$ cat src/rtl/bus_pkg.sv
// Shared types and constants for the two-master bus arbiter.
package bus_pkg;

  typedef enum logic [1:0] {
    ST_IDLE    = 2'd0,
    ST_SELECT  = 2'd1,
    ST_ACTIVE  = 2'd2,
    ST_RELEASE = 2'd3
  } bus_state_t;

  // Master identifiers; also the encoding of master_sel.
  localparam logic M1 = 1'b0;
  localparam logic M2 = 1'b1;

  localparam int unsigned DEF_NUM_SLAVES  = 3;
  localparam int unsigned DEF_SEL_BITS    = 2;
  localparam int unsigned DEF_SEL_TIMEOUT = 16;

endpackage

$ cat src/rtl/bus_arbiter_rr_pick2.sv
// Combinational two-requester round-robin pick.
// req[0] is master 1, req[1] is master 2; on a tie the requester
// that was not served last wins.
module rr_pick2
  import bus_pkg::*;
(
  input  logic [1:0] req,
  input  logic       last,
  output logic       pick,
  output logic       any
);

  // Select the winner from the request pair and the last-served pointer.
  always_comb begin
    any  = req[0] | req[1];
    pick = M1;
    if (req[0] && req[1]) begin
      pick = ~last;
    end else if (req[1]) begin
      pick = M2;
    end
  end

endmodule

$ cat src/rtl/bus_arbiter.sv
// Two-master round-robin bus arbiter with serial slave-ID capture
// and one-hot slave select. All outputs are registered.
module bus_arbiter
  import bus_pkg::*;
#(
  parameter int unsigned NUM_SLAVES  = DEF_NUM_SLAVES,
  parameter int unsigned SEL_BITS    = DEF_SEL_BITS,
  parameter int unsigned SEL_TIMEOUT = DEF_SEL_TIMEOUT
) (
  input  logic                  clk,
  input  logic                  reset,
  input  logic                  m1_req,
  input  logic                  m2_req,
  input  logic                  addr_bit,
  input  logic                  addr_valid,
  output logic                  m1_grant,
  output logic                  m2_grant,
  output logic                  master_sel,
  output logic [NUM_SLAVES-1:0] slave_sel,
  output logic                  bus_busy,
  output logic                  decode_err,
  output logic                  timeout
);

  localparam int unsigned BW = (SEL_BITS > 1)    ? $clog2(SEL_BITS)    : 1;
  localparam int unsigned TW = (SEL_TIMEOUT > 1) ? $clog2(SEL_TIMEOUT) : 1;

  bus_state_t            r_state;
  logic                  r_last_grant;
  logic [SEL_BITS-1:0]   r_shift;
  logic [BW-1:0]         r_bit_cnt;
  logic [TW-1:0]         r_tcnt;
  logic                  r_m1_grant;
  logic                  r_m2_grant;
  logic                  r_master_sel;
  logic [NUM_SLAVES-1:0] r_slave_sel;
  logic                  r_busy;
  logic                  r_decode_err;
  logic                  r_timeout;

  logic                  w_pick;
  logic                  w_any;
  logic                  w_own_req;
  logic                  w_last_bit;
  logic [SEL_BITS-1:0]   w_id;
  logic [NUM_SLAVES-1:0] w_onehot;

  rr_pick2 u_pick (
    .req  ({m2_req, m1_req}),
    .last (r_last_grant),
    .pick (w_pick),
    .any  (w_any)
  );

  // Derive the owner's request, the ID including the bit on the line, and its one-hot form.
  always_comb begin
    w_own_req  = (r_master_sel == M2) ? m2_req : m1_req;
    w_last_bit = addr_valid && (r_bit_cnt == BW'(SEL_BITS - 1));
    w_id       = SEL_BITS'({r_shift, addr_bit});
    w_onehot   = NUM_SLAVES'(1) << w_id;
  end

  // Arbitration FSM with ID capture, timeout counter and registered outputs.
  always_ff @(posedge clk or posedge reset) begin
    if (reset) begin
      r_state      <= ST_IDLE;
      r_last_grant <= M2;
      r_shift      <= '0;
      r_bit_cnt    <= '0;
      r_tcnt       <= '0;
      r_m1_grant   <= 1'b0;
      r_m2_grant   <= 1'b0;
      r_master_sel <= M1;
      r_slave_sel  <= '0;
      r_busy       <= 1'b0;
      r_decode_err <= 1'b0;
      r_timeout    <= 1'b0;
    end else begin
      r_decode_err <= 1'b0;
      r_timeout    <= 1'b0;
      case (r_state)
        ST_IDLE: begin
          if (w_any) begin
            r_state      <= ST_SELECT;
            r_master_sel <= w_pick;
            r_m1_grant   <= (w_pick == M1);
            r_m2_grant   <= (w_pick == M2);
            r_busy       <= 1'b1;
            r_shift      <= '0;
            r_bit_cnt    <= '0;
            r_tcnt       <= '0;
          end
        end
        ST_SELECT: begin
          // Priority: owner abort, then ID completion, then timeout.
          if (!w_own_req) begin
            r_state     <= ST_RELEASE;
            r_m1_grant  <= 1'b0;
            r_m2_grant  <= 1'b0;
            r_slave_sel <= '0;
            r_shift     <= '0;
            r_bit_cnt   <= '0;
            r_tcnt      <= '0;
          end else if (w_last_bit) begin
            r_state <= ST_ACTIVE;
            r_shift <= w_id;
            if (32'(w_id) < NUM_SLAVES) begin
              r_slave_sel <= w_onehot;
            end else begin
              r_decode_err <= 1'b1;
            end
          end else if (r_tcnt == TW'(SEL_TIMEOUT - 1)) begin
            r_state     <= ST_RELEASE;
            r_timeout   <= 1'b1;
            r_m1_grant  <= 1'b0;
            r_m2_grant  <= 1'b0;
            r_slave_sel <= '0;
            r_shift     <= '0;
            r_bit_cnt   <= '0;
            r_tcnt      <= '0;
          end else begin
            r_tcnt <= r_tcnt + 1'b1;
            if (addr_valid) begin
              r_shift   <= w_id;
              r_bit_cnt <= r_bit_cnt + 1'b1;
            end
          end
        end
        ST_ACTIVE: begin
          if (!w_own_req) begin
            r_state     <= ST_RELEASE;
            r_m1_grant  <= 1'b0;
            r_m2_grant  <= 1'b0;
            r_slave_sel <= '0;
            r_shift     <= '0;
            r_bit_cnt   <= '0;
            r_tcnt      <= '0;
          end
        end
        ST_RELEASE: begin
          r_last_grant <= r_master_sel;
          r_busy       <= 1'b0;
          r_state      <= ST_IDLE;
        end
        default: begin
          r_state <= ST_IDLE;
        end
      endcase
    end
  end

  assign m1_grant   = r_m1_grant;
  assign m2_grant   = r_m2_grant;
  assign master_sel = r_master_sel;
  assign slave_sel  = r_slave_sel;
  assign bus_busy   = r_busy;
  assign decode_err = r_decode_err;
  assign timeout    = r_timeout;

endmodule

$ cat config.mk
export PLATFORM = sky130hd
export DESIGN_NAME = bus_arbiter
export DESIGN_NICKNAME = d
export VERILOG_FILES = /design/src/rtl/bus_pkg.sv /design/src/rtl/bus_arbiter_rr_pick2.sv /design/src/rtl/bus_arbiter.sv
export SDC_FILE = /design/constraint.sdc
export NUM_CORES = 1
export LEC_CHECK = 0
export BUFFER_PORTS_ARGS = -buffer_cell sky130_fd_sc_hd__buf_2
export CORE_ASPECT_RATIO = 0.9
export CORE_MARGIN = 3
export CORE_UTILIZATION = 55
export CTS_CLUSTER_DIAMETER = 50
export CTS_CLUSTER_SIZE = 25
export DETAILED_ROUTE_END_ITERATION = 10
export PLACE_DENSITY = 0.77
export REMOVE_ABC_BUFFERS = 1
export SLEW_MARGIN = 30
export SYNTH_ARGS = -nofsm -noshare
export SYNTH_HDL_FRONTEND = slang
export SYNTH_SLANG_ARGS = --single-unit
$ cat constraint.sdc
create_clock -name clk -period 1.9 [get_ports clk]
set_input_delay 0.38 -clock clk [delete_from_list [all_inputs] [get_ports clk]]
set_output_delay 0.38 -clock clk [all_outputs]
set_load 0.01 [all_outputs]
-- Word level (Yosys, flattened, before mapping)
Index checks and enable logic that the tools add are counted.
- $add $sub $neg: 2
- $lt $le $gt $ge: 1
- eq/ne operators: 12
- shift operators: 1
- muxes and demuxes: 52
- bitwise logic cells: 3
- reduce and logical (&&, ||, !) cells: 14
- operators by type and width (kind ; number):
    two-way mux 1 bit ; 29
    two-way mux 4 bit ; 5
    two-way mux 3 bit ; 5
    != test 4 bit, second input constant ; 3
    case mux 1 bit (3 select lines) ; 4
    case mux 4 bit (3 select lines) ; 1
    AND reduction 4 bit ; 3
    two-way mux 2 bit ; 5
    AND reduction 5 bit ; 2
    case mux 2 bit (4 select lines) ; 1
    != test 3 bit, second input constant ; 2
    case mux 3 bit (2 select lines) ; 1
    != test 5 bit, second input constant ; 1
    adder 4 x 1 -> 4 bit, second input constant ; 1
    equality test 2 bit, second input constant ; 2
    equality test 4 bit, second input constant ; 1
    AND reduction 2 bit ; 2
    nonzero test 2 bit ; 2
    AND reduction 3 bit ; 1
    nonzero test 3 bit ; 1
    << shifter 1 x 2 -> 3 bit, first input constant ; 1
    equality test 2 x 1 -> 1 bit, second input constant ; 1
    logical AND 1 bit ; 2
    logical NOT 2 bit ; 1
    7 further kinds ; 8
- bits in registers: 18
- input bits: 6
- output and inout bits: 9
- logic and storage cells: 97

-- Depth between registers and ports, before layout
- word-level depth: 6
- mapped depth: 6

-- Hierarchy
A second synthesis with hierarchy kept.
- cells, all modules: 99
- area, all modules: 1023.5 um^2
- by module, submodules not included (module ; instances ; cells an instance ; area each (um^2)):
    bus_arbiter ; 1 ; 97 ; 1009.7
    rr_pick2 ; 1 ; 2 ; 13.8

-- Worst setup path before layout
Ideal clock, no wire load.
- kind: flip-flop to flip-flop
- start: reg r_state[0]
- end: reg r_tcnt[0]
- setup time: 125 ps
- arrival: 1575 ps
- required time: 1775 ps
- path slack: 200 ps
- cell stages (with the launch flop): 7
- clock period less this slack: 1700 ps
- cell sequence: dfrtp_1 inv_1 ha_1 nor3b_2 a21oi_4 and2_4 mux2_4
- longest elaborated chain between the ends: 3
- elaborated cells on any way between the ends: 9
- ends and longest elaborated chain (what ; line ; RTL):
    from (decl) ; bus_arbiter.sv:28 ; bus_state_t r_state;
    from (signal assigned) ; bus_arbiter.sv:66 ; r_state <= ST_IDLE;
    from (signal assigned) ; bus_arbiter.sv:84 ; r_state <= ST_SELECT;
    from (signal assigned) ; bus_arbiter.sv:97 ; r_state <= ST_RELEASE;
    equality test 2 x 1 -> 1 bit (tied with other cells) ; bus_arbiter.sv:81 ; case (r_state)
    != test 3 bit (no source line) (tied with other cells) ; - ;
    AND reduction 4 bit (no source line) ; - ;
    to (signal assigned) ; bus_arbiter.sv:122 ; r_tcnt <= r_tcnt + 1'b1;
    to (decl) ; bus_arbiter.sv:32 ; logic [TW-1:0] r_tcnt;
Parallel ways exist; a longest one is shown, timed or not.
A chain may end at the register's enable or synchronous reset.

-- Worst setup path in the final report
- start: reg r_state[1]
- end: reg r_tcnt[0]
The elaborated chain is that of the path after synthesis.

==> summary.txt <==
================================================================================
Result of the run                                                   finished clean
Category of the worst setup path capture point                         flip-flop
Floorplan Core Area                                                  0.00173 mm2
Switching power total                                                     757 uW
Cell type with the largest total area after synthesis               sky130_fd_sc_hd__dfrtp_1
Start of the worst register-to-register path                          r_state[1]
Number of max-cap violations                                                   0
Number of cell rows                                                           14
F_max                                                                    551 MHz
Final Core Density                                                         69.6%
Hold-fix buffers at CTS                                                        0
Antenna diodes                                                                 0
Die Y                                                                    47.3 um
Count leader, synth                                                 sky130_fd_sc_hd__dfrtp_1
Kind of start point of the critical path                               flip-flop
Post-route fraction of the period consumed by the critical path            95.5%
Placer Congestion                                                          0.860
Min-delay worst type                                                input pin to asynchronous set/reset pin
Total area of multi-input combinational cells                            582 um2
Starting density of the core                                               60.2%
TritonCTS clock tree                                                        done
Largest net degree at the start of global routing                             19
Crit path max-delay family                                          simple AND/OR/NAND/NOR gates
Clk buf depth                                                                  2
Final instance count without filler cells                                    138
Placed cell count                                                            134
Final hold violation count                                                     0
Most instantiated flip-flop cell in the synthesis netlist           sky130_fd_sc_hd__dfrtp_1
Switching fraction of total power                                          39.5%
Initial antenna violation count                                                0
Clk_lat worst skew                                                       0.29 ns
Max incr delay on CP                                                     0.44 ns
Worst Reg-to-Reg Cells                                                         6
Number of CTS-inserted buffers                                                 3
Filler cell count in the final layout                                        134
Register bit count reported by yosys                                          18
Number of instances in the synthesized netlist                                94
Max FFs per register                                                           4
Post-synthesis average cell area                                        11.1 um2
Yosys top cell area share                                                  40.7%
Power Density                                                        1590 mW/mm2
Yosys warns                                                                    0
Share of the yosys chip area belonging to registers                        43.2%
Fraction of final layout cells with drive strength greater than 1          30.7%
Largest driver fanout on the critical path                                     5
Number of flops mapped to enable cells by yosys                                0
Die Span X                                                               51.9 um
Top cells by area, synth                                            sky130_fd_sc_hd__dfrtp_1 (41%), sky130_fd_sc_hd__mux2_4 (7.2%), sky130_fd_sc_hd__ha_1 (6.0%)
Sink Count                                                                    18
Detailed Route Iter0 Violations                                               18
Post-CTS Repair Setup Buffers                                                  0
Synthesized cell area                                                0.00104 mm2
Routed len/inst                                                          15.4 um
Sequential group share of total power                                      32.0%
First drt pass iteration count                                                 4
Critical Setup Path Class                                           flip-flop to flip-flop
Clock-pin transition on the worst setup and hold timing paths            0.09 ns
Internal cell power                                                      1160 uW
Arrival time at the worst endpoint                                       2.00 ns
Setup slack of the worst register-to-register path                       0.09 ns
Number of ports placed on the die boundary                                    15
Count of nets after finishing                                                126
Number of global-route vias before repair                                    754
Required @ worst endpoint                                                2.08 ns
Count of buffers inserted at the top-level ports                              14
Setup Skew                                                            0.00172 ns
Transition time at the pin with the least slew margin                   0.676 ns
Resize count post-CTS                                                          0
Static leakage                                                       0.000582 uW
Average via count per standard cell                                         5.91
Async set-reset flop share out of synthesis                                 100%
Count of buffer and inverter cells on the critical path                        1
Hpwl dp                                                                  1.65 mm
Setup repair after global routing missed its margin                           no
IR drop worst, VDD                                                     0.00130 V
CP cell instances                                                   inv_1 > ha_1 > nor3b_4 > a21oi_4 > and2_4 > mux2_4
DRC violations left                                                            0
Register ranked first by flip-flop count                                  r_tcnt
Detailed Route WL                                                        2.12 mm
Area of the die                                                      0.00246 mm2
Endpoint of the worst register-to-register path                        r_tcnt[0]
Yosys cell types                                                              40
Number of max-slew violations in the final report                              0
Antenna violation net count after detailed routing                             0
Comb power frac                                                            56.2%
Overall via count from detail_route                                          816
Top cell types by occurrence after synthesis                        sky130_fd_sc_hd__dfrtp_1 (17), sky130_fd_sc_hd__inv_1 (6), sky130_fd_sc_hd__nand2_1 (6), sky130_fd_sc_hd__nor2_1 (6)
Number of failing setup endpoints in the final timing report                   0
First-pass GRT wire length                                               3.35 mm
Overflow after GRT                                                             0
Area growth syn-to-layout                                                  15.6%
Master cell of the clock root buffer                                sky130_fd_sc_hd__clkbuf_4
Footprint of the flip-flops and latches                                  452 um2
Slew HR                                                                    54.9%
Setup TNS                                                                   0 ns
Crit path launch                                                      r_state[1]
Total track usage                                                          19.0%
Slowest stage cell on the critical path                             sky130_fd_sc_hd__dfrtp_1
Htree depth                                                                    1
Share of total power in the clock network                                  11.8%
Crit path time final                                                     1.81 ns
================================================================================
## logic make-up after synthesis
logic type               Yosys count  synth area share, %
AND/OR/NAND/NOR                   33                 17.4
AO/OA/AOI/OAI                     21                 17.8
flip-flops                        18                 43.2
multiplexers                      11                 13.4
buffers and inverters              6                 2.16
adder cells (fa/ha/maj)            5                 5.99
## final cells by class
type | instances | share of cell area, %
Clock buffer | 4 | 3.01
Inverter | 6 | 1.87
Multi-Input combinational cell | 70 | 48.2
Sequential cell | 18 | 37.4
Tap cell | 24 | 2.49
Timing Repair Buffer | 16 | 7.05
## power by group through the flow
| stage | clock [uW] | sequential, uW | combinational (uW) |
|---|---|---|---|
| 2_1_floorplan | 0 | 618 | 806 |
| 3_3_place_gp | 0 | 608 | 1020 |
| 3_5_place_dp | 0 | 618 | 1050 |
| 4_1_cts | 239 | 610 | 1060 |
| 5_1_grt | 254 | 625 | 1160 |
| 6_report | 226 | 613 | 1080 |
## cell usage in the layout, fill, tap and decap left out, types with 2 or more instances in the layout
master                      n
sky130_fd_sc_hd__a31oi_1    2
sky130_fd_sc_hd__and2_1     2
sky130_fd_sc_hd__buf_2     14
sky130_fd_sc_hd__buf_4      2
sky130_fd_sc_hd__clkbuf_4   3
sky130_fd_sc_hd__dfrtp_1   17
sky130_fd_sc_hd__ha_1       5
sky130_fd_sc_hd__inv_1      6
sky130_fd_sc_hd__mux2_1     3
sky130_fd_sc_hd__mux2_4     5
sky130_fd_sc_hd__mux2i_1    2
sky130_fd_sc_hd__nand2_1    6
sky130_fd_sc_hd__nand3_1    3
sky130_fd_sc_hd__nand4_1    2
sky130_fd_sc_hd__nor2_1     6
sky130_fd_sc_hd__nor2b_1    2
sky130_fd_sc_hd__nor3_1     2
sky130_fd_sc_hd__nor3b_1    2
sky130_fd_sc_hd__o21ai_0    2
sky130_fd_sc_hd__o21ai_1    2
sky130_fd_sc_hd__o221ai_1   2
## worst max-delay path by stage
stage,slack [ns],to,cells after the start
5_1_grt,0.009,slave_sel[2],5
3_5_place_dp,0.10,r_tcnt[0],6
6_report,0.09,r_tcnt[0],6
3_3_place_gp,0.17,slave_sel[2],5
2_1_floorplan,0.20,r_tcnt[0],6
4_1_cts,0.08,r_tcnt[0],6
## routing by layer
| layer | share of wire [%] | track usage, % | routed length [um] |
|---|---|---|---|
| met1 | 45 | 23.0 | 951 |
| met2 | 48 | 31.8 | 1010 |
| met3 | 5.7 | 6.03 | 121 |
| met4 | 1.6 | 7.33 | 34 |
| met5 | 0 | 0 | 0 |
## stage by stage
step / hold slack [ns] / setup slack [ns] / instance area [um2] / power, uW
2_1_floorplan: 0.318 / 0.200 / 1040 / 1420
3_3_place_gp: 0.470 / 0.171 / 1160 / 1630
3_5_place_dp: 0.480 / 0.100 / 1160 / 1670
4_1_cts: 0.182 / 0.0830 / 1200 / 1910
5_1_grt: 0.204 / 0.00931 / 1210 / 2040
6_report: 0.172 / 0.0858 / 1210 / 1920
No activity file was read; power rests on OpenSTA's default activity.
